--- config.mk ---
export PLATFORM = sky130hd
export DESIGN_NAME = cory_fifo_tpram_ctrl
export DESIGN_NICKNAME = d
export VERILOG_FILES = /design/src/rtl/cory_fifo_tpram_ctrl.sv
export SDC_FILE = /design/constraint.sdc
export NUM_CORES = 1
export LEC_CHECK = 0
export ABC_AREA = 1
export CAP_MARGIN = 20
export CORE_ASPECT_RATIO = 1.1
export CORE_MARGIN = 2
export CORE_UTILIZATION = 45
export DETAILED_ROUTE_END_ITERATION = 6
export PLACE_DENSITY = 0.79
export RECOVER_POWER = 25
export SLEW_MARGIN = 15
export SYNTH_ARGS = -nofsm -noshare
export SYNTH_HDL_FRONTEND = slang
export SYNTH_SLANG_ARGS = --single-unit
--- constraint.sdc ---
create_clock -name clk -period 4.7 [get_ports clk]
set_input_delay 1.175 -clock clk [delete_from_list [all_inputs] [get_ports clk]]
set_output_delay 1.175 -clock clk [all_outputs]
set_load 0.01 [all_outputs]
--- src/rtl/cory_fifo_tpram_ctrl.sv ---
// rtl/cory_fifo_tpram_ctrl.sv - FIFO controller for a two-port RAM with registered read.
// A 2-entry output buffer absorbs the RAM read latency so both sides run at one word per clock.
module cory_fifo_tpram_ctrl #(
  parameter int A     = 8,
  parameter int D     = 8,
  parameter int DEPTH = 2**A
) (
  input  logic           clk,
  input  logic           reset,
  input  logic           i_valid,
  input  logic [D-1:0]   i_data,
  output logic           i_ready,
  output logic           o_valid,
  output logic [D-1:0]   o_data,
  input  logic           o_ready,
  output logic [A+1:0]   level,
  output logic           ram_wen,
  output logic [A-1:0]   ram_waddr,
  output logic [D-1:0]   ram_wdata,
  output logic           ram_ren,
  output logic [A-1:0]   ram_raddr,
  input  logic [D-1:0]   ram_rdata
);

  localparam logic [A:0]   DEPTH_N = (A+1)'(DEPTH);
  localparam logic [A-1:0] LAST    = (A)'(DEPTH - 1);

  logic [A-1:0] wptr, rptr;
  logic [A:0]   ram_cnt, ram_cnt_nx;
  logic         rd_pend;
  logic [D-1:0] obuf0, obuf1;
  logic [1:0]   ob_cnt, ob_after_pop, ob_cnt_nx;
  logic         wr, pop, rd_issue;

  function automatic logic [A-1:0] adv(input logic [A-1:0] p);
    return (p == LAST) ? '0 : p + 1'b1;
  endfunction

  assign i_ready = !reset && (ram_cnt < DEPTH_N);
  assign wr      = i_valid & i_ready;
  assign o_valid = (ob_cnt != 2'd0);
  assign o_data  = obuf0;
  assign pop     = o_valid & o_ready;

  // A read may issue only if its word will have a free buffer slot when it lands.
  always_comb begin
    ob_after_pop = ob_cnt - {1'b0, pop};
    ob_cnt_nx    = ob_after_pop + {1'b0, rd_pend};
    rd_issue     = !reset && (ram_cnt != '0) && (ob_cnt_nx < 2'd2);
    ram_cnt_nx   = ram_cnt + (A+1)'(wr) - (A+1)'(rd_issue);
  end

  assign ram_wen   = !wr;
  assign ram_waddr = wptr;
  assign ram_wdata = i_data;
  assign ram_ren   = !rd_issue;
  assign ram_raddr = rptr;

  always_ff @(posedge clk) begin
    if (reset) begin
      wptr    <= '0;
      rptr    <= '0;
      ram_cnt <= '0;
      rd_pend <= 1'b0;
      ob_cnt  <= 2'd0;
      level   <= '0;
    end else begin
      if (wr)       wptr <= adv(wptr);
      if (rd_issue) rptr <= adv(rptr);
      ram_cnt <= ram_cnt_nx;
      rd_pend <= rd_issue;
      ob_cnt  <= ob_cnt_nx;
      level   <= (A+2)'(ram_cnt_nx) + (A+2)'(rd_issue) + (A+2)'(ob_cnt_nx);
    end
  end

  // Capture overrides the shift when the landing slot is the head.
  always_ff @(posedge clk) begin
    if (pop) obuf0 <= obuf1;
    if (rd_pend && !reset) begin
      if (ob_after_pop == 2'd0) obuf0 <= ram_rdata;
      else                      obuf1 <= ram_rdata;
    end
  end

`ifdef SIM
  initial begin
    if (DEPTH < 2 || DEPTH > 2**A) begin
      $display("ERROR: cory_fifo_tpram_ctrl DEPTH=%0d outside 2..%0d", DEPTH, 2**A);
      $finish;
    end
  end

  always_ff @(posedge clk) begin
    if (!reset) assert (ob_cnt_nx != 2'd3) else $error("output buffer overflow");
  end
`endif

endmodule

* Word-level counts from Yosys, hierarchy flattened
Cells that the tools add are included.
** Cells by class
- Add/sub/neg operators :: 8
- Magnitude comparators :: 2
- Eq/ne operators :: 2
- Multiplexer cells :: 5
- Bitwise gates (word level) :: 3
- Reduce and logical (&&, ||, !) cells :: 11
** Operator list (count)
- $mux 8 :: 5
- $add 8x1->8 const B :: 2
- $eq 8x8->1 const B :: 2
- $add 10x2->10 :: 1
- $add 9x1->10 :: 1
- $add 9x1->9 :: 1
- $lt 9x9->1 const B :: 1
- $reduce_bool 9->1 :: 1
- $sub 9x1->9 :: 1
- $logic_and 1x1->1 :: 4
- $logic_not 1->1 :: 3
- $add 2x1->2 :: 1
- $and 1x1->1 :: 2
- $logic_not 2->1 :: 1
- $lt 2x2->1 const B :: 1
- $reduce_and 2->1 :: 1
- $reduce_bool 2->1 :: 1
- $sub 2x1->2 :: 1
- $not 1->1 :: 1
** Word-level totals
- Bits in registers :: 54
- Input port bits :: 20
- Output and inout port bits :: 46
- Logic and storage cells :: 39

* Logic depth before layout (Yosys ltp)
Gate-level depths: netlist of run 1.
- Depth in word-level cells :: 9
- Gate-level depth with buffers :: 27
- Mapped depth without buffers :: 27

* Least setup slack after synthesis of run 1
OpenSTA, ideal clock, no wires.
- Path kind :: input -> register
- From :: input o_ready
- To :: register level[6]
- Library setup time :: 115 ps
- Data arrival time :: 4494 ps
- Required time :: 4585 ps
- Path slack :: 90 ps
- Stages on the path :: 22
- Buffers on the path :: 1
- Cell sequence :: nand2_1 clkinv_1 ha_1 inv_1 ha_1 inv_1 nand3_1 nand2_2 nand2_2 buf_4 nand2_1 nand2_1 ha_1 fa_1 inv_1 fa_1 nor2_1 nand3_2 nor2_4 o21ai_0 o21ai_0 inv_1
** Between the ends
- Longest elaborated chain between the ends :: 8
** RTL lines
- start, declared :: line 15 : input logic o_ready,
- $and 1x1->1 :: line 43 : assign pop = o_valid & o_ready;
- $sub 2x1->2 :: line 47 : ob_after_pop = ob_cnt - {1'b0, pop};
- $add 2x1->2 :: line 48 : ob_cnt_nx = ob_after_pop + {1'b0, rd_pend};
- $lt 2x2->1 :: line 49 : rd_issue = !reset && (ram_cnt != '0) && (ob_cnt_nx < 2'd2);
- $logic_and 1x1->1 :: line 49
- $sub 9x1->9 :: line 50 : ram_cnt_nx = ram_cnt + (A+1)'(wr) - (A+1)'(rd_issue);
- net ram_cnt_nx[1] :: line 29 : logic [A:0] ram_cnt, ram_cnt_nx;
- $add 9x1->10 :: line 73 : level <= (A+2)'(ram_cnt_nx) + (A+2)'(rd_issue) + (A+2)'(ob_cnt_nx);
- $add 10x2->10 :: line 73
- end signal, assigned :: line 73
- end, declared :: line 16 : output logic [A+1:0] level,
The timed path passes the listed nets, and every way through them passes these cells.
A chain may end at the register's enable or synchronous reset.

* Worst setup path in the final report of run 1
- From :: input o_ready
- To :: output ram_ren
** Between the ends
- Longest elaborated chain between the ends :: 6
** RTL lines
- $and 1x1->1 :: line 43
- $sub 2x1->2 :: line 47
- $add 2x1->2 :: line 48
- $lt 2x2->1 :: line 49
- $logic_and 1x1->1 :: line 49
- $logic_not 1->1 :: line 56 : assign ram_ren = !rd_issue;
- end, declared :: line 20 : output logic ram_ren,
Every way passes these cells.

==> impl_metrics.yaml, run 1 <==
hold_path:
  holdPathEnd: "o_data[6]$_DFF_P_"
  worst_hold_startpoint: "o_data[6]$_DFF_P_"
  hold_depth: 2
  hp-class: "flop to flop"
outcome:
  status: "finished, final reports clean"
sta:
  fin_skew_ns: 0.00884
  worst_pin_slew_ns: 0.635
  relSlewSlack: 0.575
  setup_viol: 0
  fin_setup_tns_ns: 0
  maxSlewViolCount: 0
  hold_viol_final: 0
  finalCritPeriodShare: 0.956
  period_minus_slack_ns: 4.49
  grt_setup_unrepaired: "no"
  fmax_ghz: 0.223
critical_path:
  cp-start-kind: "input pin"
  critPathCaptureType: "output pin"
  r2r_cells: 26
  r2r-start: "ob_cnt[1]$_SDFF_PP0_"
  crit_start: "o_ready"
  reg2reg_to: "level[6]$_SDFF_PP0_"
  arrival_ns: 3.32
  crit_required_ns: 3.52
  crit_fanout: 12
  r2r_slack_ns: 1.07
  crit_type: "input pin to output pin"
clock_tree:
  clock_sinks: 54
  htree_num_levels: 2
  clk_latency_ns: 0.32
  numCtsBuffers: 5
  cts_hold_buf: 0
  cts_tree: "done"
  cts_buffer_depth: 2
  cts_root_buffer: "clkbuf_8"
  clkSlewWorstSetupHoldPaths_ns: 0.11
global_routing:
  overflow: 0
  grt_usage: 0.193
  grt_pass1_vias: 2585
  antenna_found_initial: 0
  grt_max_degree: 20
  grt_first_pass_wirelength_um: 10900
logic_synthesis:
  yosysWarnings: 0
  ys_types: 34
  ys_ff_latch: 54
  synth-edff-count: 8
  syn_area_per_cell_um2: 7.38
  yosys_most_used_dff: "dfxtp_1"
  syn_area_mm2: 0.00291
  syn_inst: 394
  syn_nets: 433
  ys_async_sr_fraction: 0
  synth-seq-area-share: 0.399
floorplan:
  start_util: 0.467
  io-pin-count: 66
  die-area_mm2: 0.00712
  fp.dieW_um: 80.7
  rows: 30
  die_h_um: 88.3
  coreArea_mm2: 0.00623
power:
  sequentialPowerShare: 0.264
  power_frac_comb: 0.627
  peakVddDrop_mv: 0.273
  switchingPower_mw: 1.21
  switching_share: 0.465
  powerDensity_mw_per_mm2: 727
  internal-power_mw: 1.39
  pwr-share-clk: 0.109
  power.leakage_nw: 1.69
route:
  wl_um: 6260
  vias_per_cell: 4.84
  dr.pass1.iters: 4
  drtIter0Drc: 162
  wl_per_cell_um: 11.8
  antenna_left: 0
  drc: 0
  routed-via-count: 2558
layout:
  nNetsFinal: 487
  num-fill-cells: 600
  stdcell_area_mm2: 0.00358
  multi_input_area_mm2: 0.00142
  final_layout_size_suffix_gt1_frac: 0.0869
  diodes: 0
  register_area_mm2: 0.00116
  syn2layout_area_growth_pct: 23.1
  fin_cells: 529
  utilization: 0.574
placed_design:
  gp_congestion: 0.893
  placed_area_mm2: 0.00349
  io_buffers: 49
  dpl.cell_count: 521
  post-dp-hpwl_um: 4800
flow_run:
  maxCapViolCount: 0
==> per-layer routing <==
layer / wire (um) / up-vias / global-route usage
met5: 0 / - / 0
li1: - / 1333 / -
met1: 2840 / 1164 / 0.232
met3: 322 / 5 / 0.0510
met2: 3050 / 56 / 0.344
met4: 51 / 0 / 0.0462
==> synthesized netlist by cell type, types with 6 or more instances <==
| cell type | instances | area share |
|---|---|---|
| buf_4 | 10 | 0.026 |
| nand3_1 | 26 | 0.045 |
| edfxtp_1 | 8 | 0.083 |
| a21oi_1 | 9 | 0.015 |
| inv_1 | 56 | 0.072 |
| a31oi_1 | 9 | 0.019 |
| o21ai_0 | 7 | 0.012 |
| dfxtp_1 | 46 | 0.32 |
| ha_1 | 17 | 0.073 |
| nor2_1 | 49 | 0.063 |
| nand2_2 | 7 | 0.015 |
| nand2_1 | 105 | 0.14 |
| xor2_1 | 6 | 0.018 |
| nand4_1 | 7 | 0.015 |
==> final cells by class <==
type	count	share of cell area
multi-input combinational	267	0.397
tap	80	0.0280
clock buffer	5	0.0192
inverter	60	0.0629
sequential	54	0.324
timing repair buffer	60	0.160
clock inverter	3	0.00804
==> timing repair <==
action / 4_1_cts / 5_1_grt
setup endpoints to repair: 0 / 1
setup buffers: 0 / 0
resized for setup: 0 / 1
==> power by group through the flow <==
stage	registers (mW)	clock network, mW	logic (mW)
4_1_cts	0.693	0.290	1.64
3_5_place_dp	0.703	0	1.62
5_1_grt	0.705	0.304	1.87
3_3_place_gp	0.699	0	1.58
2_1_floorplan	0.728	0	1.09
6_report	0.688	0.283	1.63
==> registers in the layout (all words and copies together) (netlist names) <==
signal / cells
rd_pend: 1
ram_waddr: 8
level: 10
obuf1: 8
ram_cnt: 9
ob_cnt: 2
o_data: 8
ram_raddr: 8
==> cell usage in the layout, fill, tap and decap left out, types with 3 or more instances in the layout <==
master / instances
nand2_1: 106
inv_1: 56
nor2_1: 49
dfxtp_1: 46
clkdlybuf4s50_1: 33
nand3_1: 26
ha_1: 17
dlygate4sd3_1: 16
buf_4: 11
a31oi_1: 9
a21oi_1: 9
edfxtp_1: 8
nand2_2: 7
nand4_1: 7
o21ai_0: 7
xor2_1: 6
clkbuf_8: 5
inv_2: 3
nor2_2: 3
xnor2_1: 3
==> critical path, cell delays in order <==
cell and delay (ns):
clkdlybuf4s50_1 0.40, nand2_1 0.09, clkinv_1 0.08, ha_1 0.29, inv_1 0.08, ha_1 0.16
inv_1 0.04, nand3_1 0.09, nand2_2 0.07, nand2_2 0.10, buf_4 0.19, clkdlybuf4s50_1 0.56
==> how the worst max path moves through the flow <==
stage | endpoint | slack [ns]
3_3_place_gp | level[6]$_SDFF_PP0_ | 0.1
4_1_cts | ram_ren | 0.19
5_1_grt | level[6]$_SDFF_PP0_ | 0.04
6_report | ram_ren | 0.21
2_1_floorplan | level[6]$_SDFF_PP0_ | 0.09
3_5_place_dp | level[6]$_SDFF_PP0_ | -0.08
==> through the flow <==
step	hold WS [ns]	total power [mW]	setup slack, ns
after detailed placement	0.471	2.32	-0.0765
after floorplan	0.493	1.82	0.0901
final	0.482	2.60	0.207
after CTS	0.488	2.63	0.192
after global placement	0.459	2.28	0.0999
after global routing	0.510	2.88	0.0394
==> cells by family (layout without fill, tap and decap cells) <==
kind of cell | Yosys count | count (layout) | synth area share
AO/OA/AOI/OAI | 28 | 28 | 0.0576
XOR/XNOR | 9 | 9 | 0.0271
adder cells (fa/ha/maj) | 19 | 19 | 0.0869
buffers and inverters | 73 | 128 | 0.108
flip-flops | 54 | 54 | 0.399
AND/OR/NAND/NOR | 211 | 211 | 0.322
(Power assumes the default switching activity.)
==> run 2: changes to the inputs <==
--- a/config.mk
+++ b/config.mk
@@ -6,7 +6,7 @@
 export NUM_CORES = 1
 export LEC_CHECK = 0
 export ABC_AREA = 1
-export CAP_MARGIN = 20
+export CAP_MARGIN = 30
 export CORE_ASPECT_RATIO = 1.1
 export CORE_MARGIN = 2
 export CORE_UTILIZATION = 45
==> results of run 2 <==
No change in the layout: final DEF, timing and power equal those of run 1.
